File: src/rtl/game_multibar.sv
// Falling-bar game engine: several bars scroll toward a check row where the player column
// must sit inside the bar's hole; run/pause/over control, LFSR hole placement, speed-up.
module game_multibar #(
   parameter int unsigned NUM_BARS         = 2,
   parameter int unsigned POS_W            = 9,
   parameter int unsigned BAR_START        = 80,
   parameter int unsigned BAR_SPACING      = 256,
   parameter int unsigned SCREEN_END       = 510,
   parameter int unsigned CHECK_ROW        = 440,
   parameter int unsigned COLS             = 16,
   parameter int unsigned HOLE_W           = 3,
   parameter int unsigned HOLE_RESET       = 7,
   parameter int unsigned LIFE_W           = 2,
   parameter int unsigned LIVES_INIT       = 3,
   parameter int unsigned CYCLES_INIT      = 7,
   parameter int unsigned CYCLES_MIN       = 1,
   parameter int unsigned ROUNDS_PER_LEVEL = 3,
   parameter int unsigned TIME_W           = 16,
   parameter logic [15:0] LFSR_SEED        = 16'hACE1
) (
   input  logic                                          gameclk,
   input  logic                                          clr,
   input  logic                                          start,
   input  logic                                          pause_toggle,
   input  logic                                          move_tick,
   input  logic                                          score_tick,
   input  logic [$clog2(COLS)-1:0]                       plrpos,
   output logic [NUM_BARS*POS_W-1:0]                     barpos,
   output logic [NUM_BARS*$clog2(COLS-HOLE_W+1)-1:0]     holepos,
   output logic [LIFE_W-1:0]                             lives,
   output logic [TIME_W-1:0]                             timealive,
   output logic [2:0]                                    speed,
   output logic [1:0]                                    state,
   output logic                                          miss
);

   localparam int unsigned PW = $clog2(COLS);
   localparam int unsigned HW = $clog2(COLS - HOLE_W + 1);
   localparam int unsigned RW = $clog2(ROUNDS_PER_LEVEL + 1);

   localparam logic [HW-1:0]     HoleMax    = HW'(COLS - HOLE_W);
   localparam logic [HW-1:0]     HoleWrap   = HW'(COLS - HOLE_W + 1);
   localparam logic [HW-1:0]     HoleInit   = HW'(HOLE_RESET);
   localparam logic [POS_W-1:0]  CheckRow   = POS_W'(CHECK_ROW);
   localparam logic [POS_W-1:0]  ScreenEnd  = POS_W'(SCREEN_END);
   localparam logic [LIFE_W-1:0] LivesInit  = LIFE_W'(LIVES_INIT);
   localparam logic [2:0]        SpeedInit  = 3'(CYCLES_INIT);
   localparam logic [2:0]        SpeedMin   = 3'(CYCLES_MIN);
   localparam logic [RW-1:0]     RoundsLast = RW'(ROUNDS_PER_LEVEL - 1);
   localparam logic [15:0]       LfsrTaps   = 16'hB400;

   typedef enum logic [1:0] {
      StReady = 2'd0,
      StRun   = 2'd1,
      StPause = 2'd2,
      StOver  = 2'd3
   } state_e;

   function automatic logic [POS_W-1:0] bar_init(input int unsigned idx);
      return POS_W'((BAR_START + idx * BAR_SPACING) % (SCREEN_END + 1));
   endfunction

   // Widened compare so hole + HOLE_W - 1 cannot wrap.
   function automatic logic in_hole(input logic [HW-1:0] hole, input logic [PW-1:0] plr);
      logic [POS_W:0] lo;
      logic [POS_W:0] hi;
      logic [POS_W:0] p;
      lo = (POS_W+1)'(hole);
      hi = lo + (POS_W+1)'(HOLE_W - 1);
      p  = (POS_W+1)'(plr);
      return (p >= lo) && (p <= hi);
   endfunction

   state_e              state_q, state_d;
   logic [POS_W-1:0]    pos_q  [NUM_BARS];
   logic [POS_W-1:0]    pos_d  [NUM_BARS];
   logic [HW-1:0]       hole_q [NUM_BARS];
   logic [HW-1:0]       hole_d [NUM_BARS];
   logic [LIFE_W-1:0]   lives_q, lives_d;
   logic [TIME_W-1:0]   time_q, time_d;
   logic [2:0]          speed_q, speed_d;
   logic [2:0]          cnt_q, cnt_d;
   logic [RW-1:0]       rounds_q, rounds_d;
   logic                miss_q, miss_d;
   logic [15:0]         lfsr_q, lfsr_d;
   logic [HW-1:0]       cand, new_hole;
   logic                do_step, crossed, missed;

   always_comb begin
      cand     = lfsr_q[HW-1:0];
      new_hole = (cand <= HoleMax) ? cand : cand - HoleWrap;
   end

   always_comb begin
      state_d  = state_q;
      pos_d    = pos_q;
      hole_d   = hole_q;
      lives_d  = lives_q;
      time_d   = time_q;
      speed_d  = speed_q;
      cnt_d    = cnt_q;
      rounds_d = rounds_q;
      miss_d   = 1'b0;
      lfsr_d   = lfsr_q[0] ? ({1'b0, lfsr_q[15:1]} ^ LfsrTaps) : {1'b0, lfsr_q[15:1]};
      do_step  = 1'b0;
      crossed  = 1'b0;
      missed   = 1'b0;

      unique case (state_q)
         StReady: if (start) state_d = StRun;
         StOver: begin
            if (start) begin
               state_d = StRun;
               for (int unsigned i = 0; i < NUM_BARS; i++) begin
                  pos_d[i]  = bar_init(i);
                  hole_d[i] = HoleInit;
               end
               lives_d  = LivesInit;
               time_d   = '0;
               speed_d  = SpeedInit;
               cnt_d    = '0;
               rounds_d = '0;
            end
         end
         StPause: if (pause_toggle) state_d = StRun;
         StRun: begin
            if (score_tick && (time_q != '1)) time_d = time_q + 1'b1;
            // A pause request swallows a coincident move tick.
            if (pause_toggle) begin
               state_d = StPause;
            end else if (move_tick) begin
               if (({1'b0, cnt_q} + 4'd1) == {1'b0, speed_q}) begin
                  cnt_d   = '0;
                  do_step = 1'b1;
               end else begin
                  cnt_d = cnt_q + 3'd1;
               end
            end
         end
         default: state_d = StReady;
      endcase

      if (do_step) begin
         for (int unsigned i = 0; i < NUM_BARS; i++) begin
            if (pos_q[i] == CheckRow) begin
               crossed = 1'b1;
               if (!in_hole(hole_q[i], plrpos)) missed = 1'b1;
            end
            if (pos_q[i] == ScreenEnd) begin
               pos_d[i]  = '0;
               hole_d[i] = new_hole;
            end else begin
               pos_d[i] = pos_q[i] + 1'b1;
            end
         end
         if (missed) begin
            miss_d = 1'b1;
            if (lives_q != '0) lives_d = lives_q - 1'b1;
            if (lives_d == '0) state_d = StOver;
         end
         if (crossed) begin
            if (rounds_q == RoundsLast) begin
               rounds_d = '0;
               if (speed_q > SpeedMin) speed_d = speed_q - 3'd1;
            end else begin
               rounds_d = rounds_q + 1'b1;
            end
         end
      end
   end

   always_ff @(posedge gameclk) begin
      if (clr) begin
         state_q <= StReady;
         for (int unsigned i = 0; i < NUM_BARS; i++) begin
            pos_q[i]  <= bar_init(i);
            hole_q[i] <= HoleInit;
         end
         lives_q  <= LivesInit;
         time_q   <= '0;
         speed_q  <= SpeedInit;
         cnt_q    <= '0;
         rounds_q <= '0;
         miss_q   <= 1'b0;
         lfsr_q   <= LFSR_SEED;
      end else begin
         state_q  <= state_d;
         pos_q    <= pos_d;
         hole_q   <= hole_d;
         lives_q  <= lives_d;
         time_q   <= time_d;
         speed_q  <= speed_d;
         cnt_q    <= cnt_d;
         rounds_q <= rounds_d;
         miss_q   <= miss_d;
         lfsr_q   <= lfsr_d;
      end
   end

   always_comb begin
      barpos  = '0;
      holepos = '0;
      for (int unsigned i = 0; i < NUM_BARS; i++) begin
         barpos[i*POS_W +: POS_W] = pos_q[i];
         holepos[i*HW +: HW]      = hole_q[i];
      end
   end

   assign lives     = lives_q;
   assign timealive = time_q;
   assign speed     = speed_q;
   assign state     = state_q;
   assign miss      = miss_q;

endmodule

File: config.mk
export PLATFORM = sky130hd
export DESIGN_NAME = game_multibar
export DESIGN_NICKNAME = d
export VERILOG_FILES = /design/src/rtl/game_multibar.sv
export SDC_FILE = /design/constraint.sdc
export NUM_CORES = 1
export LEC_CHECK = 0
export ABC_AREA = 1
export CAP_MARGIN = 20
export CORE_MARGIN = 2
export CORE_UTILIZATION = 55
export CTS_CLUSTER_DIAMETER = 100
export DETAILED_ROUTE_END_ITERATION = 10
export GPL_TIMING_DRIVEN = 0
export PLACE_DENSITY = 0.89
export SETUP_SLACK_MARGIN = 0.2
export SYNTH_ARGS = -nofsm -noshare
export SYNTH_HDL_FRONTEND = slang
export SYNTH_SLANG_ARGS = --single-unit
File: constraint.sdc
create_clock -name gameclk -period 2.8 [get_ports gameclk]
set_input_delay 0.42 -clock gameclk [delete_from_list [all_inputs] [get_ports gameclk]]
set_output_delay 0.42 -clock gameclk [all_outputs]
set_load 0.1 [all_outputs]
==> impl_metrics.py, run 1 <==
metrics = {
    "final_layout": {
        "instances_no_fill": 814,
        "fin_nets": 750,
        "area_growth_syn_to_layout_pct": 20.88,
        "diodes": 0,
        "post-route-cell-area_um2": 5157,
        "utilization_pct": 67.80,
        "drive_gt1_share_pct": 5.478,
    },
    "die": {
        "num_rows": 32,
        "die_h_um": 92.08,
        "die_w_um": 92.08,
        "coreArea_um2": 7607,
        "ios": 60,
        "start_util_pct": 56.09,
        "dieArea_um2": 8478,
    },
    "clock_network": {
        "cts_buffers": 9,
        "cts_post_setup_buffers_inserted": 0,
        "cts_buffer_depth": 2,
        "insertion_delay_ns": 0.34,
        "htreeDepth": 3,
        "root_buffer": "clkbuf_8",
        "clk_pin_slew_worst_paths_ns": 0.07,
        "cts_hold_buf": 0,
        "cts_tree": "built",
        "ctsResizeCount": 0,
        "clock_sinks": 71,
    },
    "synthesis": {
        "yosysUniqueCellTypes": 32,
        "synthTopCellsByArea": "dfxtp_1 33%, nand2_1 14%, ha_1 8.5%",
        "postSynthNetCount": 680,
        "synth_top_area_share_pct": 33.31,
        "async_reset_ff_share_pct": 0,
        "synth_flop_cell": "dfxtp_1",
        "syn_avg_cell_area_um2": 6.656,
        "syn_area_um2": 4267,
        "synth-seq-cells": 71,
        "synth_common_cells": "164 x nand2_1, 81 x inv_1, 75 x nor2_1",
        "yosys.area.top_type": "dfxtp_1",
        "yosysMostFrequentCell": "nand2_1",
        "synth-seq-area-share_pct": 33.31,
        "syn_inst": 641,
        "yosysWarningCount": 0,
        "synth_edf_count": 0,
    },
    "drt": {
        "num_vias": 4416,
        "drt_iter0_drc": 328,
        "ant_nets": 0,
        "drt-total-wl_um": 10980,
        "drcViolationCount": 0,
        "routed_via_density": 5.425,
        "routedWlPerCell_um": 13.49,
        "drtPass1Iterations": 7,
    },
    "timing": {
        "worst_pin_slew_ns": 1.004,
        "maxSlewHeadroom_pct": 32.86,
        "period_needed_ns": 2.441,
        "final-hold-violation-count": 0,
        "grt_setup_unrepaired": "false",
        "slew_violations": 0,
        "finalSetupTns_ns": 0,
        "period_share_pct": 87.17,
        "fin_worst_skew_ns": 0.007961,
        "fmax_ghz": 0.4097,
        "finalSetupViolCount": 0,
    },
    "global_route": {
        "grt_max_degree": 11,
        "grt_use_total_pct": 26.87,
        "grt_overflow_total": 0,
        "antenna_found_initial": 0,
        "grt_pass1_wl_um": 18650,
        "grt_pass1_vias": 4176,
    },
    "power_and_ir_drop": {
        "power_density_nw_per_um2": 478.3,
        "p_leak_nw": 2.215,
        "vdd_drop_max_v": 0.0003005,
    },
    "worst_setup_path": {
        "crit_path_start_kind": "flop",
        "arrival_ns": 2.02,
        "slowest_delay_ns": 1.19,
        "worstSetupPathType": "flop to primary output",
        "worstPathRequired_ns": 2.38,
        "endpoint_kind": "primary output",
        "crit_buf_inv": 1,
        "path_max_fanout": 7,
        "slowest_stage": "clkdlybuf4s50_1",
        "worstPathCellList": "clkdlybuf4s50_1",
        "path_delay_family": "buffers and inverters",
    },
    "placed_design": {
        "placed_area_um2": 4985,
        "dp_hpwl_um": 7974,
        "place_inst": 802,
        "gp_congestion": 0.8978,
        "numPortBuffers": 59,
    },
    "run_status": {
        "status": "completed",
    },
    "run": {
        "max_cap_viol_count": 0,
    },
    "worst_hold_path": {
        "hold_path.class": "flop to flop",
    },
}
## per-stage QoR
step / hold WS [ns] / power [mW] / setup WS (ns)
floorplan: 0.3883 / 1.547 / 0.3452
global placement: 0.3898 / 1.678 / 0.5597
detailed placement: 0.3957 / 1.699 / 0.5263
CTS: 0.4011 / 2.463 / 0.3613
global route: 0.4104 / 2.566 / 0.3209
finish: 0.4016 / 2.467 / 0.3593
## cells by family after synthesis
family,Yosys count,synth area share (%)
buffers and inverters,100,9.531
xor gates and xnor gates,22,4.516
adders and majority gates,29,8.504
and+or+nand+nor,316,31.11
AOI/OAI and AO/OA,103,13.02
DFF,71,33.31
## state kept, by name, indices dropped and copies added, names as in the netlist
signal and cells:
holepos 8, miss 1, state 2, lives 2, cnt_q 3, speed 3
rounds_q 2, lfsr_q 16, barpos 18, timealive 16
## cell usage in the layout (no fill, tap or decap), drive strengths merged, types with 2 or more instances in the layout
cell           count
ha                29
dfxtp             71
xor2              16
buf                8
nand4              5
or2                5
xnor2              6
nand3             53
nor3               5
o211ai             5
o21bai             2
nor2              79
a21oi             50
inv               83
o21ai             42
nand2            168
clkbuf            19
clkdlybuf4s50     59
## path summary, 6_finish.rpt
path | start | cells after the start | endpoint | slack (ns)
min | lfsr_q[10]$_SDFF_PP1_ | 2 | lfsr_q[9]$_SDFF_PP0_ | 0.40
max | timealive[2]$_SDFFE_PP0P_ | 1 | timealive[2] | 0.36
max reg2reg | holepos[5]$_SDFF_PP1_ | 13 | lives[0]$_SDFF_PP1_ | 0.77
min reg2reg | lfsr_q[10]$_SDFF_PP1_ | 2 | lfsr_q[9]$_SDFF_PP0_ | 0.40
## per-layer routing
metal  vias up  part of all wire, %  routed length, um  GRT usage (%)
met2       182                   49               5405          47.24
met4         0                  2.6                286          12.69
met3        27                  5.7                627          3.451
met5         -                    0                  0              0
met1      2025                   42               4664          32.41
li1       2182                    -                  -              -
## where the power goes
part / internal [mW] / leakage, nW / switching [mW]
combinational: 0.181 / 1.55 / 0.422
clock: 0.415 / 0.0899 / 0.369
sequential: 1.05 / 0.577 / 0.0341
total: 1.64 / 2.21 / 0.825
## cell type report
class | instances | area (um2)
buffer | 17 | 95.09
clock buffer | 10 | 137.6
clock inverter | 2 | 35.03
fill | 617 | 2450
inverter | 83 | 311.5
multi-input combinational | 470 | 2439
sequential | 71 | 1421
tap | 102 | 127.6
timing repair buffer | 59 | 590.6
Power figures use the tool's default switching activity.
==> run 2, diff against run 1 <==
GPL_ROUTABILITY_DRIVEN = 0   (was not set)
GPL_TIMING_DRIVEN = 1   (was 0)
==> run 2 against run 1 <==
Clock-buffer cell count is the same. Total power grew 1.5%. Non-clock buffer count shrank 12. Global-route usage shrank 2.5 points. Sequential power is essentially flat. Utilization shrank 1.8 points. Combinational power shrank 10%. Wire length shrank 7.7%. Critical path depth grew 10. Register-to-register slack lost 0.18 ns. Flip-flop and latch count is the same. Largest power group unchanged. Highest routed layer unchanged.
==> impl_metrics.py, run 2 (synthesis results as in run 1) <==
metrics = {
    "clock_network": {
        "clock_sinks": 71,
        "cts_buffers": 9,
        "cts_hold_buf": 0,
        "htreeDepth": 3,
        "cts_buffer_depth": 2,
        "cts_tree": "built",
        "insertion_delay_ns": 0.35,
        "root_buffer": "clkbuf_8",
        "clk_pin_slew_worst_paths_ns": 0.08,
    },
    "worst_setup_path": {
        "crit_path_start": "state[1]$_SDFF_PP0_",
        "endpoint": "barpos[6]$_SDFFE_PP1P_",
        "worstPathCellList": "inv_1 > ha_2 > inv_2 > nor2_2 > nand2_1 > inv_1 > nand3_2 > buf_4 > nand2_1 > o21ai_0 > nand2_1",
        "path_max_fanout": 21,
        "r2r_start": "state[1]$_SDFF_PP0_",
        "arrival_ns": 2.45,
        "r2r_cells": 11,
        "r2r_end": "barpos[6]$_SDFFE_PP1P_",
        "crit_path_start_kind": "flop",
        "slowest_stage": "dfxtp_1",
        "slowest_delay_ns": 0.39,
        "cp_common_cell": "nand2_1",
        "rrSetupSlack_ns": 0.59,
        "worstPathRequired_ns": 3.04,
        "endpoint_kind": "flop",
        "worstSetupPathType": "flop to flop",
    },
    "final_layout": {
        "largest_reg_flops": 18,
        "utilization_pct": 65.95,
        "drive_gt1_share_pct": 12.78,
        "diodes": 0,
        "layout_common_cells": "164 x nand2_1, 81 x inv_1, 75 x nor2_1",
        "fin_nets": 738,
        "area_growth_syn_to_layout_pct": 17.60,
        "final_common_cell": "nand2_1",
    },
    "drt": {
        "drtPass1Iterations": 5,
        "routedWlPerCell_um": 12.58,
        "routed_via_density": 5.359,
        "num_vias": 4319,
        "drt-total-wl_um": 10140,
        "drcViolationCount": 0,
        "ant_nets": 0,
        "drt_iter0_drc": 405,
    },
    "timing": {
        "period_share_pct": 78.83,
        "maxSlewHeadroom_pct": 56.35,
        "final-hold-violation-count": 0,
        "fin_worst_skew_ns": 0.01314,
        "finalSetupTns_ns": 0,
        "fmax_ghz": 0.4531,
        "grt_setup_unrepaired": "false",
        "finalSetupViolCount": 0,
        "worst_pin_slew_ns": 0.6509,
        "slew_violations": 0,
        "period_needed_ns": 2.207,
    },
    "run": {
        "max_cap_viol_count": 0,
    },
    "die": {
        "die_w_um": 92.08,
        "num_rows": 32,
        "coreArea_um2": 7607,
        "start_util_pct": 56.09,
        "die_h_um": 92.08,
        "ios": 60,
        "dieArea_um2": 8478,
    },
    "power_and_ir_drop": {
        "p_leak_nw": 2.263,
        "vdd_drop_max_v": 0.0003400,
        "power_density_nw_per_um2": 499.1,
    },
    "global_route": {
        "grt_max_degree": 27,
        "grt_overflow_total": 0,
        "antenna_found_initial": 0,
        "grt_pass1_wl_um": 16940,
        "grt_pass1_vias": 3828,
        "grt_use_total_pct": 24.34,
    },
    "run_status": {
        "status": "completed",
    },
    "placed_design": {
        "dp_hpwl_um": 7409,
        "numPortBuffers": 59,
    },
    "worst_hold_path": {
        "hold_path.class": "flop to flop",
    },
}
[run 2: worst max-delay path: cells and delay by family, from the launching register on]
kind	cells	cell delay, ns
flip-flops	1	0.39
AND/OR/NAND/NOR	5	0.55
buffers and inverters	4	0.65
adder cells (fa/ha/maj)	1	0.26
AO/OA/AOI/OAI	1	0.26
[run 2: how the worst min path moves through the flow]
stage	startpoint	end	slack, ns	depth (start not counted)
floorplan	lfsr_q[15]$_SDFF_PP1_	lfsr_q[14]$_SDFF_PP0_	0.39	2
global placement	lfsr_q[4]$_SDFF_PP0_	lfsr_q[3]$_SDFF_PP0_	0.39	2
detailed placement	lfsr_q[5]$_SDFF_PP1_	lfsr_q[4]$_SDFF_PP0_	0.39	2
CTS	lfsr_q[5]$_SDFF_PP1_	lfsr_q[4]$_SDFF_PP0_	0.40	2
global route	lfsr_q[5]$_SDFF_PP1_	lfsr_q[4]$_SDFF_PP0_	0.42	2
finish	lfsr_q[5]$_SDFF_PP1_	lfsr_q[4]$_SDFF_PP0_	0.40	2
[run 2: repair_timing]
item | in CTS | in global routing
endpoints found under the setup margin | 0 | 1
resized for setup | 0 | 1
buffers inserted | 0 | 0
[run 2: report_power, final]
part	total, mW	internal [mW]	leakage [nW]	switching [mW]
logic	0.541	0.138	1.58	0.403
registers	1.08	1.05	0.577	0.0342
clock network	0.884	0.499	0.102	0.385
total	2.50	1.68	2.26	0.822
[run 2: final cells by class]
class | count | area (um2)
clock inverter | 6 | 85.08
inverter | 83 | 311.5
multi-input combinational | 470 | 2441
clock buffer | 10 | 127.6
timing repair buffer | 64 | 503.0
sequential | 71 | 1421
tap | 102 | 127.6
fill | 671 | 2590
[run 2: metrics by stage]
step | instance area [um2] | instances | hold WS, ns | setup WS (ns) | power [mW]
after floorplan | 4267 | 641 | 0.3883 | 0.3452 | 1.547
after global placement | 4802 | 790 | 0.3904 | 0.5999 | 1.608
after detailed placement | 4802 | 790 | 0.3945 | 0.5044 | 1.630
after CTS | 5015 | 806 | 0.4042 | 0.4816 | 2.503
after global routing | 5017 | 806 | 0.4174 | 0.3506 | 2.614
final | 5017 | 806 | 0.4006 | 0.5928 | 2.504
[run 2: layer usage]
metal | GRT usage (%) | vias up | wire length (um)
li1 | - | 2156 | -
met1 | 31.13 | 1970 | 4373
met5 | 0 | - | 0
met4 | 11.69 | 0 | 290
met3 | 4.191 | 24 | 661
met2 | 39.83 | 169 | 4819
==> run 3, diff against run 2 <==
clock period = 2.1 ns   (was 2.8 ns; I/O delays follow)
==> run 3 against run 2 <==
Global-route usage rose by 0.23 points. Non-clock buffer count rose by 13. Sequential power rose by 34%. Critical path depth fell by 3. Total power rose by 32%. First-iteration DRC count fell by 39%. Final area rose by 5.3%. Utilization rose by 3.5 points. Combinational power rose by 50%. Wire length rose by 6.5%. Clock-buffer cell count rose by 2. Critical endpoint is now holepos[7]$_SDFF_PP0_. Highest routed layer unchanged.
==> impl_metrics.py, run 3 (synthesis results as in run 1) <==
metrics = {
    "run_status": {
        "status": "completed",
    },
    "drt": {
        "num_vias": 4358,
        "drt_iter0_drc": 247,
        "routedWlPerCell_um": 13.18,
        "drcViolationCount": 0,
        "drtPass1Iterations": 8,
        "routed_via_density": 5.321,
        "ant_nets": 0,
        "drt-total-wl_um": 10800,
    },
    "timing": {
        "hold_ws_ns": 0.4042,
        "maxSlewHeadroom_pct": 68.09,
        "final-hold-violation-count": 0,
        "worst_pin_slew_ns": 0.4786,
        "slew_violations": 0,
        "grt_setup_unrepaired": "true",
        "finalSetupViolCount": 0,
        "fin_worst_skew_ns": 0.01480,
        "period_needed_ns": 1.901,
        "fmax_ghz": 0.5259,
        "finalSetupTns_ns": 0,
        "period_share_pct": 90.54,
    },
    "worst_setup_path": {
        "path_delay_family": "simple AND/OR/NAND/NOR gates",
        "worstPathCellList": "ha_4 > xor2_1 > a21oi_2 > nand3_4 > buf_4 > nor2_1 > nand2_1 > a21oi_1",
        "r2r_end": "holepos[7]$_SDFF_PP0_",
        "r2r_cells": 8,
        "rrSetupSlack_ns": 0.20,
        "crit_cells": 8,
        "path_max_fanout": 8,
        "crit_buf_inv": 1,
        "r2r_start": "cnt_q[1]$_SDFFE_PP0P_",
        "slowest_delay_ns": 0.41,
        "worstSetupPathType": "flop to flop",
        "endpoint_kind": "flop",
        "arrival_ns": 2.17,
        "worstPathRequired_ns": 2.37,
        "crit_path_start_kind": "flop",
        "slowest_stage": "dfxtp_1",
    },
    "worst_hold_path": {
        "hold_path.class": "flop to flop",
        "min_path_cells": 2,
        "min_from": "lfsr_q[5]$_SDFF_PP1_",
        "min_to": "lfsr_q[4]$_SDFF_PP0_",
    },
    "clock_network": {
        "cts_buffer_depth": 2,
        "root_buffer": "clkbuf_8",
        "clock_sinks": 71,
        "insertion_delay_ns": 0.35,
        "cts_buffers": 9,
        "cts_tree": "built",
        "clk_pin_slew_worst_paths_ns": 0.08,
        "htreeDepth": 3,
    },
    "global_route": {
        "grt_pass1_wl_um": 17220,
        "grt_pass1_vias": 3982,
        "grt_use_total_pct": 24.57,
        "antenna_found_initial": 0,
        "grt_max_degree": 48,
        "grt_overflow_total": 0,
    },
    "die": {
        "dieArea_um2": 8478,
        "die_w_um": 92.08,
        "coreArea_um2": 7607,
        "start_util_pct": 56.09,
        "ios": 60,
        "die_h_um": 92.08,
        "num_rows": 32,
    },
    "final_layout": {
        "fin_nets": 751,
        "layout_common_cells": "159 x nand2_1, 80 x inv_1, 72 x nor2_1",
        "largest_reg_flops": 18,
        "area_growth_syn_to_layout_pct": 23.81,
        "final_common_cell": "nand2_1",
        "drive_gt1_share_pct": 23.01,
        "instances_no_fill": 819,
        "diodes": 0,
    },
    "power_and_ir_drop": {
        "power_density_nw_per_um2": 626.7,
        "p_total_mw": 3.311,
        "vdd_drop_max_v": 0.0003710,
        "p_leak_nw": 2.341,
    },
    "placed_design": {
        "numPortBuffers": 59,
        "place_inst": 797,
        "dp_hpwl_um": 7533,
    },
    "run": {
        "max_cap_viol_count": 0,
    },
}
==> run 3: cell count changes in the layout (fill, tap and decap cells not counted), moves of 3 or more <==
cell     change
a21oi_1      -3
a21oi_2      +3
buf_4       +11
dfxtp_1     -48
dfxtp_2     +40
dfxtp_4      +8
nand2_1      -5
nand2_2      +4
nor2_1       -3
==> run 3: where the power goes <==
| group | switching (mW) | total [mW] | internal [mW] |
|---|---|---|---|
| Sequential | 0.0483 | 1.45 | 1.40 |
| Combinational | 0.576 | 0.811 | 0.235 |
| Clock | 0.503 | 1.05 | 0.547 |
==> run 3: final cells by class <==
cell class	instances	area, um2
sequential	71	1501
inverter	83	319.1
clock inverter	4	46.29
tap	102	127.6
multi-input combinational	470	2522
clock buffer	12	135.1
timing repair buffer	77	630.6
fill	606	2325
==> run 3: metal layers <==
metal	share of wire, %	up-vias	GRT usage (%)
li1	-	2188	-
met1	43	2009	31.98
met2	50	144	41.79
met3	5.9	17	2.712
met4	1.5	0	9.577
met5	0	-	0
==> run 3: timing repair <==
action	CTS	global route
endpoints found under the hold margin	0	0
setup endpoints to repair	36	21
setup buffers	1	4
resized for setup	6	22
pin swaps	1	7
gates cloned	0	1
hold buffers	0	0
==> run 3: worst max path at each step <==
| stage | start | endpoint | slack (ns) |
|---|---|---|---|
| 2_1_floorplan | holepos[5]$_SDFF_PP1_ | lives[0]$_SDFF_PP1_ | 0.21 |
| 3_3_place_gp | plrpos[3] | lives[0]$_SDFF_PP1_ | 0.06 |
| 3_5_place_dp | plrpos[3] | lives[0]$_SDFF_PP1_ | -0.02 |
| 4_1_cts | cnt_q[0]$_SDFFE_PP0P_ | barpos[10]$_SDFFE_PP0P_ | 0.21 |
| 5_1_grt | cnt_q[1]$_SDFFE_PP0P_ | holepos[0]$_SDFF_PP1_ | 0.14 |
| 6_report | cnt_q[1]$_SDFFE_PP0P_ | holepos[7]$_SDFF_PP0_ | 0.20 |
==> run 3: worst register-to-register path, delay by kind of cell, from the launching register on <==
family                   cells  cell delay, ns
flip-flops                   1            0.41
buffers and inverters        1            0.21
adder cells (fa/ha/maj)      1            0.23
XOR/XNOR                     1            0.17
AO/OA/AOI/OAI                2            0.39
AND/OR/NAND/NOR              3            0.43
==> run 3: stage by stage <==
step | util, % | instance area [um2] | setup WS, ns
2_1_floorplan | - | 4345 | 0.2115
3_3_place_gp | 64.85 | 4933 | 0.06207
3_5_place_dp | 64.85 | 4933 | -0.01864
4_1_cts | 67.62 | 5144 | 0.2129
5_1_grt | 69.44 | 5283 | 0.1415
6_report | 69.44 | 5283 | 0.1986
